## config.mk

```make
export PLATFORM = sky130hd
export DESIGN_NAME = alu_mc_n_flat
export DESIGN_NICKNAME = d
export VERILOG_FILES = /design/src/rtl/alu_mc_n_if.sv /design/src/rtl/alu_mc_n.sv /design/src/flat_wrapper.sv
export SDC_FILE = /design/constraint.sdc
export NUM_CORES = 1
export LEC_CHECK = 0
export CORE_MARGIN = 3
export CORE_UTILIZATION = 35
export DETAILED_ROUTE_END_ITERATION = 10
export SYNTH_ARGS = -nofsm -noshare
export SYNTH_HDL_FRONTEND = slang
export SYNTH_SLANG_ARGS = --single-unit
```

## constraint.sdc

```tcl
create_clock -name clk_i -period 5.15 [get_ports clk_i]
set_input_delay 1.03 -clock clk_i [delete_from_list [all_inputs] [get_ports clk_i]]
set_output_delay 1.03 -clock clk_i [all_outputs]
set_load 0.03 [all_outputs]
```

## src/rtl/alu_mc_n_if.sv

```systemverilog
// Operand/result handshake bundle between operand fetch and writeback for alu_mc_n.
// Signal names keep the ALU's port view; the slave modport is the ALU side.
interface alu_mc_n_if #(
    parameter int N = 32
);
    logic         valid_i;
    logic         ready_o;
    logic [N-1:0] operand0_i;
    logic [N-1:0] operand1_i;
    logic [3:0]   alu_op_i;
    logic         valid_o;
    logic         ready_i;
    logic [N-1:0] alu_data_o;
    logic         bru_exp_o;
    logic         busy_o;

    modport slave (
        input  valid_i, operand0_i, operand1_i, alu_op_i, ready_i,
        output ready_o, valid_o, alu_data_o, bru_exp_o, busy_o
    );

    modport master (
        output valid_i, operand0_i, operand1_i, alu_op_i, ready_i,
        input  ready_o, valid_o, alu_data_o, bru_exp_o, busy_o
    );
endinterface

```

## src/rtl/alu_mc_n.sv

```systemverilog
// Multi-cycle ALU: base ops in 1 cycle, iterative unsigned mul/mulhu/divu/remu in N cycles.
// Result held in DONE until ready_i; new ops are accepted only in IDLE.
module alu_mc_n #(
    parameter  int N   = 32,
    localparam int SHW = $clog2(N)
) (
    input  logic        clk_i,
    input  logic        rst_i,
    alu_mc_n_if.slave   bus
);
    typedef enum logic [1:0] {IDLE, BUSY, DONE} state_t;

    localparam logic [3:0] OP_MUL   = 4'h9;
    localparam logic [3:0] OP_MULHU = 4'hA;
    localparam logic [3:0] OP_DIVU  = 4'hB;
    localparam logic [3:0] OP_REMU  = 4'hC;

    state_t         state_q;
    logic [SHW-1:0] cnt_q;
    logic [3:0]     op_q;
    logic [N-1:0]   b_q;
    logic [2*N-1:0] wreg_q;
    logic [2*N-1:0] wreg_d;
    logic [N-1:0]   data_q;
    logic           bru_q;
    logic [N-1:0]   res_d;
    logic [N-1:0]   it_res_d;
    logic [SHW-1:0] shamt;
    logic           is_iter;
    logic [N:0]     mul_sum;
    logic [N:0]     div_sh;
    logic [N:0]     div_diff;
    logic           div_ge;

    assign shamt   = bus.operand1_i[SHW-1:0];
    assign is_iter = (bus.alu_op_i >= OP_MUL) && (bus.alu_op_i <= OP_REMU);

    always_comb begin
        res_d = '0;
        case (bus.alu_op_i)
            4'h0: res_d = bus.operand0_i + bus.operand1_i;
            4'h1: res_d = bus.operand0_i << shamt;
            4'h2: res_d = {{(N-1){1'b0}}, $signed(bus.operand0_i) < $signed(bus.operand1_i)};
            4'h3: res_d = {{(N-1){1'b0}}, bus.operand0_i < bus.operand1_i};
            4'h4: res_d = bus.operand0_i ^ bus.operand1_i;
            4'h5: res_d = bus.operand0_i >> shamt;
            4'h6: res_d = bus.operand0_i | bus.operand1_i;
            4'h7: res_d = bus.operand0_i & bus.operand1_i;
            4'h8: res_d = bus.operand0_i - bus.operand1_i;
            4'hD: res_d = $signed(bus.operand0_i) >>> shamt;
            default: res_d = '0;
        endcase
    end

    // wreg_q is {acc, multiplier} for multiply and {remainder, quotient} for divide,
    // so low half gives mul/divu and high half gives mulhu/remu.
    always_comb begin
        mul_sum  = {1'b0, wreg_q[2*N-1:N]} + (wreg_q[0] ? {1'b0, b_q} : '0);
        div_sh   = {wreg_q[2*N-1:N], wreg_q[N-1]};
        div_ge   = (div_sh >= {1'b0, b_q});
        div_diff = div_sh - {1'b0, b_q};
        if ((op_q == OP_MUL) || (op_q == OP_MULHU)) begin
            wreg_d = {mul_sum, wreg_q[N-1:1]};
        end else begin
            wreg_d = {(div_ge ? div_diff[N-1:0] : div_sh[N-1:0]), wreg_q[N-2:0], div_ge};
        end
        it_res_d = ((op_q == OP_MUL) || (op_q == OP_DIVU)) ? wreg_d[N-1:0] : wreg_d[2*N-1:N];
    end

    always_ff @(posedge clk_i) begin
        if (rst_i) begin
            state_q <= IDLE;
            cnt_q   <= '0;
            op_q    <= '0;
            b_q     <= '0;
            wreg_q  <= '0;
            data_q  <= '0;
            bru_q   <= 1'b0;
        end else begin
            case (state_q)
                IDLE: begin
                    if (bus.valid_i) begin
                        op_q <= bus.alu_op_i;
                        if (is_iter) begin
                            b_q     <= bus.operand1_i;
                            wreg_q  <= {{N{1'b0}}, bus.operand0_i};
                            cnt_q   <= SHW'(N - 1);
                            state_q <= BUSY;
                        end else begin
                            data_q  <= res_d;
                            bru_q   <= (res_d != '0);
                            state_q <= DONE;
                        end
                    end
                end
                BUSY: begin
                    wreg_q <= wreg_d;
                    cnt_q  <= cnt_q - 1'b1;
                    if (cnt_q == '0) begin
                        data_q  <= it_res_d;
                        bru_q   <= (it_res_d != '0);
                        state_q <= DONE;
                    end
                end
                DONE: begin
                    if (bus.ready_i) begin
                        bru_q   <= 1'b0;
                        state_q <= IDLE;
                    end
                end
                default: state_q <= IDLE;
            endcase
        end
    end

    assign bus.ready_o    = (state_q == IDLE);
    assign bus.busy_o     = (state_q == BUSY);
    assign bus.valid_o    = (state_q == DONE);
    assign bus.alu_data_o = data_q;
    assign bus.bru_exp_o  = bru_q;
endmodule

```

## src/flat_wrapper.sv

```systemverilog
// flat-port wrapper written by rule: the top's interface ports become plain ports
module alu_mc_n_flat 
#(
    parameter  int N   = 32,
    localparam int SHW = $clog2(N)
)
  (clk_i, rst_i, bus_valid_i, bus_operand0_i, bus_operand1_i, bus_alu_op_i, bus_ready_i, bus_ready_o, bus_valid_o, bus_alu_data_o, bus_bru_exp_o, bus_busy_o);
  alu_mc_n_if #(.N(N)) bus_i ();
  input  logic clk_i;
  input  logic rst_i;
  input wire logic [$bits(bus_i.valid_i)-1:0] bus_valid_i;
  input wire logic [$bits(bus_i.operand0_i)-1:0] bus_operand0_i;
  input wire logic [$bits(bus_i.operand1_i)-1:0] bus_operand1_i;
  input wire logic [$bits(bus_i.alu_op_i)-1:0] bus_alu_op_i;
  input wire logic [$bits(bus_i.ready_i)-1:0] bus_ready_i;
  output wire logic [$bits(bus_i.ready_o)-1:0] bus_ready_o;
  output wire logic [$bits(bus_i.valid_o)-1:0] bus_valid_o;
  output wire logic [$bits(bus_i.alu_data_o)-1:0] bus_alu_data_o;
  output wire logic [$bits(bus_i.bru_exp_o)-1:0] bus_bru_exp_o;
  output wire logic [$bits(bus_i.busy_o)-1:0] bus_busy_o;
  assign bus_i.valid_i = bus_valid_i;
  assign bus_i.operand0_i = bus_operand0_i;
  assign bus_i.operand1_i = bus_operand1_i;
  assign bus_i.alu_op_i = bus_alu_op_i;
  assign bus_i.ready_i = bus_ready_i;
  assign bus_ready_o = bus_i.ready_o;
  assign bus_valid_o = bus_i.valid_o;
  assign bus_alu_data_o = bus_i.alu_data_o;
  assign bus_bru_exp_o = bus_i.bru_exp_o;
  assign bus_busy_o = bus_i.busy_o;
  alu_mc_n #(.N(N)) u_core (.clk_i(clk_i), .rst_i(rst_i), .bus(bus_i));
endmodule
```

; Yosys cells after proc, flatten, opt, wreduce, memory -nomap -nowiden
; Cells that the tools add are included.
[totals]
register_bits = 140
latch_bits = 0
ram_bits = 0
rom_bits = 0
out_inout_bits = 36
elab_cells = 83
mem_count = 0
[op_classes]
add_sub_neg = 5
mul = 0
div = 0
order_cmp = 5
eq_ne = 19
shifts = 3
n_mux = 25
bitwise_logic = 3
reduce_logical = 16
[op_table]
columns = operator, count
row1 = one-hot mux 32 bit (10 select lines), 1
row2 = two-way mux 32 bit, 6
row3 = two-way mux 64 bit, 3
row4 = one-hot mux 64 bit (2 select lines), 1
row5 = < comparator 32 bit, 2
row6 = one-hot mux 32 bit (2 select lines), 1
row7 = nonzero test 32 bit, 2
row8 = subtractor 32 bit, 2
row9 = adder 32 x 32 -> 33 bit, 1
row10 = greater-or-equal comparator 33 x 32 -> 1 bit, 1
row11 = adder 32 bit, 1
row12 = bitwise AND 32 bit, 1
row13 = bitwise OR 32 bit, 1
row14 = << shifter 32 x 5 -> 32 bit, 1
row15 = right shift 32 x 5 -> 32 bit, 1
row16 = >>> shifter 32 x 5 -> 32 bit, 1
row17 = XOR 32 bit, 1
row18 = "equality test 4 bit, second input constant", 5
row19 = "equality test 4 x 3 -> 1 bit, second input constant", 4
row20 = two-way mux 5 bit, 2
row21 = one-hot mux 5 bit (2 select lines), 1
row22 = AND reduction 3 bit, 3
row23 = "equality test 4 x 2 -> 1 bit, second input constant", 2
row24 = two-way mux 2 bit, 4
row25 = 21 further kinds, 28

; Longest topological paths before layout
[logic_depth]
depth_word = 7
ltp_mapped = 20
ltp_nobuf = 16

; Least setup slack after synthesis
; OpenSTA, ideal clock, no wires.
[synth_path]
path_kind = input port to flip-flop
from = in bus_operand1_i[2]
to = reg u_core.bru_q (netlist: u_core.bus.bru_exp_o)
arrival_time_ps = 5052
t_required_ps = 5022
slack_ps = -30
stages = 20
n_path_buf = 6
cell_sequence = buf_2 -> buf_6 -> buf_6 -> inv_1 -> buf_2 -> buf_1 -> buf_1 -> ha_1 -> o21bai_1 -> a2111oi_0 -> o21ai_0 -> a21oi_1 -> o21ai_0 -> a211oi_1 -> mux2_2 -> nor3_1 -> and4_1 -> nand4_1 -> nor4_1 -> o22ai_1
[synth_via]
elab_chain_cells = 6
[synth_rtl]
columns = element, line_no
row1 = "start, declared", flat_wrapper.sv:13  ; input wire logic [$bits(bus_i.operand1_i)-1:0] bus_operand1_i;
row2 = "subtractor 32 bit, or another cell as far along", alu_mc_n.sv:49  ; 4'h8: res_d = bus.operand0_i - bus.operand1_i;
row3 = one-hot mux 32 bit (10 select lines) *, alu_mc_n.sv:40  ; case (bus.alu_op_i)
row4 = nonzero test 32 bit *, alu_mc_n.sv:91  ; bru_q <= (res_d != '0);
row5 = two-way mux 1 bit *, alu_mc_n.sv:84  ; if (is_iter) begin
row6 = two-way mux 1 bit *, alu_mc_n.sv:82  ; if (bus.valid_i) begin
row7 = one-hot mux 1 bit (3 select lines) *, alu_mc_n.sv:80  ; case (state_q)
row8 = "end signal, assigned", alu_mc_n.sv:91
row9 = "end signal, assigned", alu_mc_n.sv:101  ; bru_q <= (it_res_d != '0);
row10 = "end, declared", alu_mc_n.sv:25  ; logic bru_q;
; Mark *: on every way between the ends. The rest lies on a longest branch, timed or not. The select of a mux whose other input is x is not followed.
; A chain may end at the register's enable or synchronous reset.

; Worst setup path after layout
[layout_path]
from = reg u_core.b_q[23]
to = reg u_core.data_q[4] (netlist: u_core.bus.alu_data_o[4])
[layout_via]
elab_chain_cells = 6
[layout_rtl]
columns = element, line_no
row1 = "start, declared", alu_mc_n.sv:21  ; logic [N-1:0] b_q;
row2 = "start signal, assigned", alu_mc_n.sv:85  ; b_q <= bus.operand1_i;
row3 = greater-or-equal comparator 33 x 32 -> 1 bit, alu_mc_n.sv:60  ; div_ge = (div_sh >= {1'b0, b_q});
row4 = two-way mux 32 bit, alu_mc_n.sv:65  ; wreg_d = {(div_ge ? div_diff[N-1:0] : div_sh[N-1:0]), wreg_q[N-2:0], div_ge};
row5 = two-way mux 64 bit, alu_mc_n.sv:62  ; if ((op_q == OP_MUL) || (op_q == OP_MULHU)) begin
row6 = two-way mux 32 bit, alu_mc_n.sv:67  ; it_res_d = ((op_q == OP_MUL) || (op_q == OP_DIVU)) ? wreg_d[N-1:0] : wreg_d[2*N-1:N];
row7 = two-way mux 32 bit, alu_mc_n.sv:99  ; if (cnt_q == '0) begin
row8 = one-hot mux 32 bit (2 select lines), alu_mc_n.sv:80
row9 = "end signal, assigned", alu_mc_n.sv:90  ; data_q <= res_d;
row10 = "end signal, assigned", alu_mc_n.sv:100  ; data_q <= it_res_d;
row11 = "end, declared", alu_mc_n.sv:24  ; logic [N-1:0] data_q;
; Every way passes these cells. The select of a mux whose other input is x is not followed.

==> flow_summary.json <==
{
  "synth_cell_types": 107,
  "yosysMostFrequentCell": "nand2_1",
  "grt_max_degree": 141,
  "cts.sinks": 140,
  "portBuffers": 107,
  "synth-seq-cells": 140,
  "whs_ns": 0.450,
  "grt_setup_unrepaired": "false",
  "relSlewSlack": 0.248,
  "drc": 0,
  "ios": 108,
  "antenna_found_initial": 3,
  "final_antenna_net_count": 0,
  "cts_tree": "yes",
  "syn-cell-area_um2": 21600,
  "clk_latency_ns": 0.51,
  "place.detailed.instances": 4186,
  "drt_iter0_drc": 3591,
  "worstSetupPathType": "flip-flop to flip-flop",
  "layout-drive-gt1-share": 0.204,
  "ys_seq_area_frac": 0.130,
  "clock_skew_ns": 0.0207,
  "drv_slew": 0,
  "hold_viol": 0,
  "die_y_um": 255,
  "dp_hpwl_um": 95000,
  "crit_arrival_ns": 5.42,
  "firstDrtPassIters": 6,
  "track_usage": 0.352,
  "die_x_um": 255,
  "dieArea_um2": 64800,
  "synthesis.nets": 3292,
  "status": "complete, no violations",
  "r2r_slack_ns": 0.13,
  "final_util": 0.447,
  "place_congestion": 1.07,
  "vias": 26700,
  "stdcell_count": 4219,
  "worstPathRequired_ns": 5.56,
  "synthFlopType": "dfxtp_1",
  "rows": 90,
  "syn_avg_cell_area_um2": 7.09,
  "initial_utilization": 0.356,
  "area_growth_syn_to_layout_pct": 25.5,
  "cp_max_fo": 20,
  "period_minus_slack_ns": 5.02,
  "drt-wirelength-per-cell_um": 27.6,
  "avgViaCountPerCell": 6.33,
  "synth_cells": 3050,
  "async_reset_ff_frac": 0,
  "cp-end-kind": "flip-flop",
  "setup_tns_ns": 0,
  "drt-total-wl_um": 117000,
  "h-tree-depth": 4,
  "first_global_vias": 24700,
  "setup_viol": 0,
  "synth_warnings": 0,
  "netlist_top_cells_count": "nand2_1 (425), a21oi_1 (314), nor2_1 (288)",
  "maxCapViolCount": 0,
  "hold_buffers": 0,
  "post-route-period-util": 0.974,
  "power_uw": 6200,
  "synth_top_cell_by_area": "dfxtp_1",
  "p_leak_uw": 0.0112,
  "final_nets": 3665,
  "clk_pin_slew_ns": 0.07,
  "grt_pass1_wl_um": 168000,
  "start_kind": "flip-flop",
  "cts_root_buf": "clkbuf_16",
  "yosys.area.top_type_share": 0.130,
  "powerDensity_nw_per_um2": 229,
  "yosys-top-cells-area": "dfxtp_1 (13%), ha_1 (9.6%), mux4_2 (8.0%), nand2_1 (7.4%), a21oi_1 (7.3%)",
  "synth_edf_count": 0,
  "core_um2": 60700,
  "cts-buffers-inserted": 17,
  "grt_overflow_total": 0,
  "clk_path_buf_depth": 2,
  "fmax_mhz": 199,
  "ir_drop_v": 0.000156,
  "tightest_slew_ns": 1.12,
  "hold_path_class": "flip-flop to flip-flop"
}
[final timing paths]
check / startpoint / to / depth (start not counted)
max: u_core.b_q[23]$_SDFFE_PP0P_ / u_core.bus.alu_data_o[4]$_SDFFE_PP0P_ / 16
min: u_core.bus.alu_data_o[12]$_SDFFE_PP0P_ / u_core.bus.alu_data_o[12]$_SDFFE_PP0P_ / 2
max reg2reg: u_core.b_q[23]$_SDFFE_PP0P_ / u_core.bus.alu_data_o[4]$_SDFFE_PP0P_ / 16
min reg2reg: u_core.bus.alu_data_o[12]$_SDFFE_PP0P_ / u_core.bus.alu_data_o[12]$_SDFFE_PP0P_ / 2
[per-stage QoR]
stage               cell area (um^2)  worst slack [ns]
floorplan                      21600            0.0891
global placement               26600            -0.520
detailed placement             26600            -0.565
CTS                            27100             0.139
global route                   27100            0.0115
finish                         27100             0.133
[cell usage in the layout (no fill, tap or decap), drive strengths merged, types with 73 or more instances in the layout]
cell and instances:
nor2 289, mux4 77, mux2i 73, a21oi 319, inv 167, o211ai 75
a211oi 73, clkdlybuf4s50 100, ha 166, buf 505, dfxtp 140, nand2 425
o21ai 154
[worst max-delay path, cell delays in order, from the launching register on]
cell and delay (ns):
dfxtp_1 0.45, inv_1 0.07, ha_1 0.43, nand4_1 0.38, nor3_1 0.38, buf_4 0.19, nand3_2 0.10, a31oi_4 0.38
nor3_4 0.18, buf_12 0.21, nor2_1 0.11, a211oi_1 0.05, a21oi_1 0.81, o21ai_0 0.21, nand2_1 0.19, o21ai_0 0.41
a211oi_1 0.35
[cell families (layout without fill, tap and decap cells)]
group / count (synthesis) / after routing / share of synthesized area
compound gates: 982 / 982 / 0.302
xor+xnor: 69 / 69 / 0.0280
fa+ha+maj: 170 / 170 / 0.0998
buf+inv: 411 / 797 / 0.0797
flops: 140 / 140 / 0.130
mux: 172 / 172 / 0.126
other cells: 0 / 1 / 0
simple gates: 1106 / 1106 / 0.235
[where the power goes]
part / switching, uW / internal [uW]
sequential: 65.0 / 1160
clock: 607 / 645
combinational: 2270 / 1460
total: 2950 / 3260
[sequential cells by signal, indices dropped and copies added, names as in the netlist]
register               flops
u_core.wreg_q             64
u_core.bus.alu_data_o     32
u_core.b_q                32
u_core.bus.bru_exp_o       1
u_core.cnt_q               5
u_core.op_q                4
u_core.state_q             2
[layer usage]
metal | vias to the layer above | track usage | part of all wire
li1 | 12000 | - | -
met1 | 12700 | 0.486 | 0.42
met2 | 1705 | 0.509 | 0.41
met3 | 274 | 0.0867 | 0.11
met4 | 4 | 0.177 | 0.058
met5 | - | 0 | 0.00019
[layout make-up]
type / count / area, um^2
inverters: 160 / 601
clock inverters: 14 / 124
fillers: 6372 / 33600
multi-input cells: 2499 / 17200
repair buffers: 605 / 5020
well taps: 782 / 978
flip-flops and latches: 140 / 2800
diodes: 1 / 2.50
clock buffers: 18 / 439
[repair_timing]
action | in CTS | in global routing
setup endpoints to repair | 1 | 2
buffers inserted | 0 | 0
resized for setup | 1 | 4
Power figures use the tool's default switching activity.
